File: config.mk
export PLATFORM = sky130hd
export DESIGN_NAME = serial_bit_tx
export DESIGN_NICKNAME = d
export VERILOG_FILES = /design/src/rtl/serial_bit_tx.sv
export SDC_FILE = /design/constraint.sdc
export NUM_CORES = 1
export LEC_CHECK = 0
export ABC_CLOCK_PERIOD_IN_PS = 1890
export BUFFER_PORTS_ARGS = -buffer_cell sky130_fd_sc_hd__buf_4
export CORE_AREA = 2 2 65 67
export DETAILED_ROUTE_END_ITERATION = 7
export DIE_AREA = 0 0 67 69
export GPL_TIMING_DRIVEN = 0
export PLACE_DENSITY_LB_ADDON = 0.12
export SYNTH_ARGS = -nofsm -noshare
export SYNTH_HDL_FRONTEND = slang
export SYNTH_SLANG_ARGS = --single-unit
export TNS_END_PERCENT = 100
File: constraint.sdc
create_clock -name clk -period 1.89 [get_ports clk]
set_input_delay 0.2835 -clock clk [delete_from_list [all_inputs] [get_ports clk]]
set_output_delay 0.2835 -clock clk [all_outputs]
set_load 0.005 [all_outputs]
File: src/rtl/serial_bit_tx.sv
// serial_bit_tx: parallel-to-serial bit source for the bit-serial sequence
// detectors. Buffers one WIDTH-bit word behind a valid/ready handshake and
// emits words MSB-first, one bit per tick, with no gap between buffered words.
// Optional feature macro: SERIAL_TX_PARITY_EN appends an even-parity bit
// (XOR of the data bits) after the LSB of every word.
module serial_bit_tx #(
    parameter int WIDTH = 8
) (
    input  logic             clk,
    input  logic             clr_n,
    input  logic             tick,
    input  logic [WIDTH-1:0] data_in,
    input  logic             data_valid,
    output logic             data_ready,
    output logic             bit_out,
    output logic             bit_valid,
    output logic             frame_start,
    output logic             busy
);

    localparam int CW = $clog2(WIDTH + 2);
`ifdef SERIAL_TX_PARITY_EN
    localparam int LAST = WIDTH;
`else
    localparam int LAST = WIDTH - 1;
`endif
    localparam logic [CW-1:0] CNT_LAST = CW'(LAST);

    typedef enum logic {IDLE, SHIFT} state_t;

    state_t           state_q, state_d;
    logic [WIDTH-1:0] hold_q, hold_d;
    logic             hold_full_q, hold_full_d;
    logic [WIDTH-1:0] sh_q, sh_d;
    logic [CW-1:0]    cnt_q, cnt_d;
    logic             bit_q, bit_d;
    logic             fill;
    logic             load;
    logic             accept;

`ifdef SERIAL_TX_PARITY_EN
    logic par_q, par_d;
    // Parity is shifted in at the LSB, so after WIDTH shifts it sits at the MSB.
    assign fill = par_q;
`else
    assign fill = 1'b0;
`endif

    // Next-state: handshake into hold, hold-to-shift transfer, bit stepping.
    always_comb begin
        state_d     = state_q;
        hold_d      = hold_q;
        hold_full_d = hold_full_q;
        sh_d        = sh_q;
        cnt_d       = cnt_q;
`ifdef SERIAL_TX_PARITY_EN
        par_d       = par_q;
`endif
        load        = 1'b0;
        accept      = data_valid & ~hold_full_q;

        case (state_q)
            IDLE: begin
                // Buffered word starts immediately; does not wait for tick.
                if (hold_full_q) load = 1'b1;
            end
            SHIFT: begin
                if (tick) begin
                    if (cnt_q == CNT_LAST) begin
                        if (hold_full_q) load = 1'b1;
                        else             state_d = IDLE;
                    end else begin
                        sh_d  = {sh_q[WIDTH-2:0], fill};
                        cnt_d = cnt_q + CW'(1);
                    end
                end
            end
            default: state_d = IDLE;
        endcase

        if (load) begin
            sh_d        = hold_q;
            cnt_d       = '0;
            state_d     = SHIFT;
            hold_full_d = 1'b0;
`ifdef SERIAL_TX_PARITY_EN
            par_d       = ^hold_q;
`endif
        end

        // Accept and drain never coincide: accept needs the buffer empty.
        if (accept) begin
            hold_d      = data_in;
            hold_full_d = 1'b1;
        end

        // Output bit follows the shifter MSB while shifting, else holds.
        bit_d = (state_d == SHIFT) ? sh_d[WIDTH-1] : bit_q;
    end

    // State registers; reset discards any partially sent word.
    always_ff @(posedge clk or negedge clr_n) begin
        if (!clr_n) begin
            state_q     <= IDLE;
            hold_q      <= '0;
            hold_full_q <= 1'b0;
            sh_q        <= '0;
            cnt_q       <= '0;
            bit_q       <= 1'b0;
`ifdef SERIAL_TX_PARITY_EN
            par_q       <= 1'b0;
`endif
        end else begin
            state_q     <= state_d;
            hold_q      <= hold_d;
            hold_full_q <= hold_full_d;
            sh_q        <= sh_d;
            cnt_q       <= cnt_d;
            bit_q       <= bit_d;
`ifdef SERIAL_TX_PARITY_EN
            par_q       <= par_d;
`endif
        end
    end

    // Outputs decoded from registered state only (data_ready from the flag).
    always_comb begin
        data_ready  = ~hold_full_q;
        bit_out     = bit_q;
        bit_valid   = (state_q == SHIFT);
        frame_start = (state_q == SHIFT) && (cnt_q == '0);
        busy        = (state_q == SHIFT) || hold_full_q;
    end

endmodule

== Yosys cells after proc, flatten, opt, wreduce, memory -nomap -nowiden ==
Index checks and enable logic that the tools add are counted.
W data, S select, Z words.

* Add/sub/neg operators: 1
* Eq/ne operators: 2
* Mux-type cells: 18
* Bitwise gates (word level): 3
* Reductions and logical operators: 7

{| class="wikitable"
|+ Operators by type and width
! operator !! count
|-
| $mux W8 || 4
|-
| $mux W4 || 4
|-
| $mux W1 || 9
|-
| $reduce_bool A2 Y1 || 3
|-
| $add A4 B1 Y4 const B || 1
|-
| $eq A4 B3 Y1 const B || 1
|-
| $logic_not A4 Y1 || 1
|-
| $reduce_and A3 Y1 || 1
|-
| $ne A2 B2 Y1 const B || 1
|-
| $not A1 Y1 || 2
|-
| $pmux W1 S2 || 1
|-
| $and A1 B1 Y1 || 1
|-
| $logic_and A1 B1 Y1 || 1
|-
| $logic_or A1 B1 Y1 || 1
|}

* Bits in registers: 23
* Input port bits: 12
* Output and inout port bits: 5

== Logic depth before layout (Yosys ltp) ==
Gate-level depths: netlist of run 1.

* Word-level depth: 6
* Gate-level depth with buffers: 5
* Mapped depth without buffers: 4

== Least setup slack after synthesis of run 1 ==
No wires, ideal clock.

* Path kind: register to register
* Start point: register cnt_q[0]
* End point: register sh_q[6]
* Arrival time: 1256 ps
* Required time: 1764 ps
* Slack: 508 ps
* Cell stages (with the launch flop): 6
* Path buffers: 1
* Clock period less this slack: 1382 ps
* Cells stage by stage: dfrtp_1 -> ha_1 -> nand3b_1 -> buf_2 -> and3_1 -> a221o_1

* Cells in the longest elaborated chain, start to end: 6
* Elaborated cells between the ends (all ways): 9
* Those cells by class: eq/ne: 2; mux: 4; reduce/logical: 3

{| class="wikitable"
|+ RTL lines
! element !! line !! source
|-
| start: declaration || 35 || <nowiki>logic [CW-1:0] cnt_q, cnt_d;</nowiki>
|-
| start signal: assignment || 118 || <nowiki>cnt_q <= cnt_d;</nowiki>
|-
| $eq A4 B3 Y1 * || 69 || <nowiki>if (cnt_q == CNT_LAST) begin</nowiki>
|-
| $mux W1 || 69 ||
|-
| $mux W1 || 68 || <nowiki>if (tick) begin</nowiki>
|-
| $pmux W1 S2 || 62 || <nowiki>case (state_q)</nowiki>
|-
| $ne A2 B2 Y1 (no source line) or $reduce_bool A2 Y1 (tied branches) || n/a ||
|-
| $reduce_and A3 Y1 (no source line) || n/a ||
|-
| end signal: assignment || 107 || <nowiki>sh_q <= '0;</nowiki>
|-
| end signal: assignment || 117 || <nowiki>sh_q <= sh_d;</nowiki>
|-
| end: declaration || 34 || <nowiki>logic [WIDTH-1:0] sh_q, sh_d;</nowiki>
|}

Every way passes the cells marked *; elsewhere a longest branch is shown, timed or not.
A chain may end at the register's enable or synchronous reset.

== Worst setup path after layout of run 1 ==
* Start point: register cnt_q[1]
* End point: register sh_q[7]

* Cells in the longest elaborated chain, start to end: 5
* Elaborated cells between the ends (all ways): 8
* Those cells by class: eq/ne: 1; mux: 7

{| class="wikitable"
|+ RTL lines
! element !! line !! source
|-
| $eq A4 B3 Y1 * || 69 ||
|-
| $mux W1 or $mux W8 (tied branches) || 69 ||
|-
| $mux W1 or $mux W8 (tied branches) || 68 ||
|-
| $pmux W1 S2 or $mux W8 (tied branches) || 62 ||
|-
| $mux W8 * || 81 || <nowiki>if (load) begin</nowiki>
|-
| via sh_d[7] || 34 ||
|}

Mark *: on every way through the listed nets, which the timed path passes. The rest lies on a longest branch. The select of a mux whose other input is x is not followed.

==> results of run 1 <==
-- worst max path at each step --
stage               to  depth (start not counted)
2_1_floorplan  sh_q[6]                          5
3_3_place_gp   sh_q[7]                          4
3_5_place_dp   sh_q[7]                          4
4_1_cts        sh_q[7]                          4
5_1_grt        sh_q[7]                          4
6_report       sh_q[7]                          4
-- metal layers --
metal	track usage	vias up	share of wire
met5	0	-	0
met4	0.0612	0	0.023
met3	0.0277	4	0.042
met2	0.175	17	0.44
met1	0.169	397	0.50
li1	-	401	-
-- cell usage after synthesis --
cell type,number
dfrtp_1,23
a221o_1,6
and3_1,6
inv_1,6
mux2_2,6
nand3_1,6
o21ai_0,6
a21oi_1,4
buf_2,3
buf_6,3
a221oi_1,2
ha_1,2
nand2_1,2
or2_2,2
a21bo_2,1
a21o_1,1
a21o_2,1
a21oi_2,1
a22oi_1,1
a22oi_2,1
a31oi_1,1
and2_1,1
and2_2,1
and2_4,1
and3b_2,1
and4bb_2,1
mux2_1,1
nand2b_1,1
nand3b_1,1
nand4b_1,1
nor2b_1,1
nor3_1,1
o2111ai_1,1
or3b_1,1
-- power groups by stage --
stage | Sequential (uW) | Clock [uW] | Combinational [uW]
final | 845 | 308 | 668
after global routing | 884 | 339 | 770
after detailed placement | 858 | 0 | 676
after CTS | 849 | 326 | 683
after floorplan | 820 | 0 | 507
after global placement | 854 | 0 | 666
-- flip-flops by register name, indices dropped and copies added, names as in the netlist --
signal,cells
bit_out,1
sh_q,8
hold_q,8
bit_valid,1
hold_full_q,1
cnt_q,4
-- cell type report --
type	instances	share of cell area
Sequential cell	23	0.422
Multi-Input combinational cell	62	0.350
Timing Repair Buffer	17	0.0955
Tap cell	50	0.0459
Buffer	6	0.0358
Clock buffer	3	0.0303
Inverter	6	0.0165
Clock inverter	1	0.00367
-- kinds of logic (layout without fill, tap and decap cells) --
kind of cell,count (synthesis),in the layout,share of synthesized area
compound gates,26,26,0.176
simple gates,27,27,0.156
mux,7,7,0.0702
buf+inv,12,33,0.0635
fa+ha+maj,2,2,0.0223
flops,23,23,0.512
-- cells in the final DEF (no fill, tap or decap), types with 2 or more instances in the layout --
cell type	instances
nand2_1	2
clkbuf_8	3
a221o_1	6
ha_1	2
and3_1	6
buf_2	3
buf_6	3
mux2_2	6
inv_1	6
a21oi_1	4
nand3_1	6
or2_2	2
buf_4	16
o21ai_0	6
a221oi_1	2
dfrtp_1	23
-- per-stage QoR --
step | std cells | area (um^2) | worst slack (ns) | total power, uW
2_1_floorplan | 97 | 1120 | 0.508 | 1330
3_3_place_gp | 163 | 1310 | 0.259 | 1520
6_report | 168 | 1360 | 0.250 | 1820
5_1_grt | 168 | 1360 | 0.0782 | 1990
4_1_cts | 168 | 1360 | 0.194 | 1860
3_5_place_dp | 163 | 1310 | 0.201 | 1530
-- worst reg2reg max path: stages, from the launching register on --
cell,delay [ns]
dfrtp_1,0.39
ha_1,0.27
nand4b_1,0.20
a21oi_2,0.46
a221oi_1,0.18
==> out/results.ini, run 1 <==
[outcome]
status=complete, no violations

[setup_path]
cp_slowest_stage_delay_ns=0.46
reg2reg_from=cnt_q[1]
start_kind=flop
rr_endpoint=sh_q[7]
critPathSlowestCell=a21oi_2
worst_r2r_path_depth=4
crit_required_ns=2.02
path_class=flop to flop
crit_chain=ha_1 > nand4b_1 > a21oi_2 > a221oi_1
cp-startpoint=cnt_q[1]
crit_path_max_fanout=10
r2r_slack_ns=0.25
crit_buf_inv=0
cp.arrival_ns=1.77
path_delay_family=compound AO/OA/AOI/OAI gates
worst_setup_path_end_kind=flop

[power]
powerDensity_nw_per_um2=1340
peakVddDrop_mv=0.554
switching_share=0.325
leakagePower_uw=0.000637
p_int_uw=1230
clkPwrFrac=0.169
power_frac_seq=0.464
power_frac_comb=0.367
switching_power_uw=591

[global_routing]
grt-ovfl-total=0
grt_usage=0.122
grt_max_degree=24
grt_pass1_wl_um=4200
grt_pass1_vias=831
antenna_found_initial=0

[placement]
dpl.hpwl_um=1580
port_buffers=16
gp_congestion=0.695

[sta]
setup-tns-final_ns=0
timing.final.crit_share=0.868
min_period_ns=1.64
final_max_slew_viol_count=0
grt_setup_unrepaired=no
fin_worst_skew_ns=0.00719
hold_viol=0
maxSlewHeadroom=0.665
setup_viol=0
hold_slack_ns=0.227
tightest_slew_ns=0.502
fmax_mhz=610

[logic_synthesis]
mappedNetlistNets=111
yosysTopAreaCell=dfrtp_1
synth.cell_area_um2=1120
yosysWarnings=0
synth_area_per_cell_um2=11.6
netlist_top_cells_area=dfrtp_1 (51%), mux2_2 (6.0%), a221o_1 (5.3%)
yosysTopAreaCellShare=0.512
synth_seq_cells=23
synth_seq_area_share=0.512
ys_types=34
syn_inst=97

[cells_and_area]
drive_gt1_frac=0.356
multi_input_area_um2=477
finish.net_count=133
ff_latch_area_um2=576
synthToLayoutAreaGrowth_pct=21.3
final_core_util=0.348
n_antenna_cell=0
fill_cells=422

[clocking]
cts.path.max_buffers=2
ctsResizeCount=0
clk_pin_slew_ns=0.09
cts_htree_levels=1
cts_buffers=3
clkLatencyLatePin_ns=0.27
cts_tree=built
cts-root-buf=clkbuf_8
cts_setup_buffers=0
ctsHoldBuffers=1
cts.sinks=23

[flow_run]
maxCapViolations=0

[hold_path]
min_from=data_in[7]
hp-class=primary input to flop
worstHoldPathCells=3
holdPathEnd=hold_q[7]

[detailed_routing]
antenna_left=0
num_vias=819
wl_per_cell_um=14.1
drt_iter0_drc=56
vias_per_cell=4.88
drt_pass1_iterations=4
routed_wl_um=2370
drc_errors=0

[floorplanning]
start_util=0.287
rows=23
num_io_pins=17
die_x_um=67
core_um2=3910
die_h_um=69
die_area_um2=4620

Note: power is estimated with default switching activity, not from simulation.
==> run 2: changes to the inputs <==
Settings changed: ABC_CLOCK_PERIOD_IN_PS 1890 to 1600.
Clock period 1.89 ns to 1.6 ns, I/O delays scaled along.
==> run 2 against run 1 <==
  * Clock power up 18%
  * Sequential power rose by 18%
  * Utilization up 0.70 points
  * Combinational power rose by 26%
  * Register-to-register slack got worse by 0.16 ns
  * Critical path type unchanged
  * Highest routed layer unchanged
==> out/results.ini, run 2 (same netlist as run 1, synthesis figures left out) <==
[outcome]
status=complete, no violations

[cells_and_area]
finish.net_count=135
n_antenna_cell=0
final_common_cell=dfrtp_1
largest_registers=hold_q (8), sh_q (8), cnt_q (4)
layout_common_cells=dfrtp_1 (23), buf_4 (19)
drive_gt1_frac=0.375
fill_cells=423
final_core_util=0.355
postLayoutCellArea_um2=1390
synthToLayoutAreaGrowth_pct=23.7

[clocking]
clk_pin_slew_ns=0.09
cts_htree_levels=1
clkLatencyLatePin_ns=0.27
cts_tree=built
cts.path.max_buffers=2
cts_buffers=3
cts-root-buf=clkbuf_8
cts.sinks=23

[detailed_routing]
vias_per_cell=4.86
num_vias=827
drt_iter0_drc=39
drt_pass1_iterations=6
routed_wl_um=2390
antenna_left=0
drc_errors=0
wl_per_cell_um=14.1

[setup_path]
crit_required_ns=1.75
worst_setup_path_end_kind=flop
cp_slowest_stage_delay_ns=0.38
worst_r2r_path_depth=4
critPathSlowestCell=dfrtp_1
cp.arrival_ns=1.66
crit_chain=ha_2 > nand4b_1 > and2_2 > or2_2
path_class=flop to flop
rr_endpoint=bit_valid
start_kind=flop
r2r_slack_ns=0.09
reg2reg_from=cnt_q[0]
crit_path_max_fanout=6

[floorplanning]
start_util=0.287
die_h_um=69
die_area_um2=4620
die_x_um=67
num_io_pins=17
rows=23
core_um2=3910

[global_routing]
grt_usage=0.122
antenna_found_initial=0
grt_pass1_wl_um=4230
grt-ovfl-total=0
grt_max_degree=24
grt_pass1_vias=832

[sta]
grt_setup_unrepaired=yes
hold_viol=0
timing.final.crit_share=0.945
tightest_slew_ns=0.428
final_max_slew_viol_count=0
min_period_ns=1.51
setup-tns-final_ns=0
setup_slack_ns=0.0875
setup_viol=0
maxSlewHeadroom=0.715
fmax_mhz=661
fin_worst_skew_ns=0.00665

[hold_path]
worstHoldPathCells=3
hp-class=primary input to flop
min_from=data_in[7]
holdPathEnd=hold_q[7]

[power]
peakVddDrop_mv=0.654
powerDensity_nw_per_um2=1580
leakagePower_uw=0.000647

[flow_run]
maxCapViolations=0

[placement]
gp_congestion=0.695
port_buffers=16
dpl.hpwl_um=1580
place_ws_ns=-0.0893
post_dp_cell_area_um2=1310

## run 2: worst max-delay path by stage
| stage | cells past startpoint | slack, ns | to | startpoint |
|---|---|---|---|---|
| global route | 5 | -0.009 | sh_q[1] | cnt_q[0] |
| finish | 4 | 0.09 | bit_valid | cnt_q[0] |
| CTS | 5 | 0.003 | sh_q[2] | cnt_q[1] |
| floorplan | 5 | 0.22 | sh_q[6] | cnt_q[0] |
| detailed placement | 4 | -0.09 | sh_q[7] | cnt_q[1] |
| global placement | 4 | -0.03 | sh_q[7] | cnt_q[0] |
## run 2: layer usage
| metal | share of wire | up-vias | GRT usage | wire length, um |
|---|---|---|---|---|
| met5 | 0 | - | 0 | 0 |
| met4 | 0.023 | 0 | 0.0612 | 54 |
| met3 | 0.043 | 4 | 0.0277 | 104 |
| met2 | 0.43 | 17 | 0.174 | 1030 |
| met1 | 0.50 | 401 | 0.170 | 1200 |
| li1 | - | 405 | - | - |
## run 2: cell type report
type | count | area, um^2 | share of cell area
timing repair buffer | 19 | 145 | 0.104
multi-input combinational | 62 | 487 | 0.350
clock inverter | 1 | 5.00 | 0.00360
buffer | 6 | 51.3 | 0.0369
sequential | 23 | 576 | 0.414
inverter | 6 | 22.5 | 0.0162
clock buffer | 3 | 41.3 | 0.0297
tap | 50 | 62.6 | 0.0450
## run 2: worst max-delay path, delay by kind of cell (launching register included)
kind,cells,cell delay [ns]
fa+ha+maj,1,0.24
simple gates,3,0.78
flops,1,0.38
## run 2: repair_timing
| item | 4_1_cts | 5_1_grt |
|---|---|---|
| endpoints found under the setup margin | 8 | 9 |
| hold buffers | 1 | 0 |
| hold endpoints to repair | 23 | 0 |
| setup buffers | 0 | 2 |
| resized for setup | 1 | 3 |
| pin swaps | 0 | 1 |
## run 2: metrics by stage
stage | cells | power [uW] | hold WS [ns]
2_1_floorplan | 97 | 1570 | -0.0556
3_3_place_gp | 163 | 1800 | 0.162
3_5_place_dp | 163 | 1810 | 0.158
4_1_cts | 168 | 2200 | 0.178
5_1_grt | 170 | 2410 | 0.188
6_report | 170 | 2200 | 0.183
## run 2: where the power goes
group	internal [uW]	switching, uW	leakage (uW)	total [uW]
logic	467	376	0.000340	844
clock network	174	190	0.0000255	364
registers	848	147	0.000282	995
total	1490	714	0.000647	2200
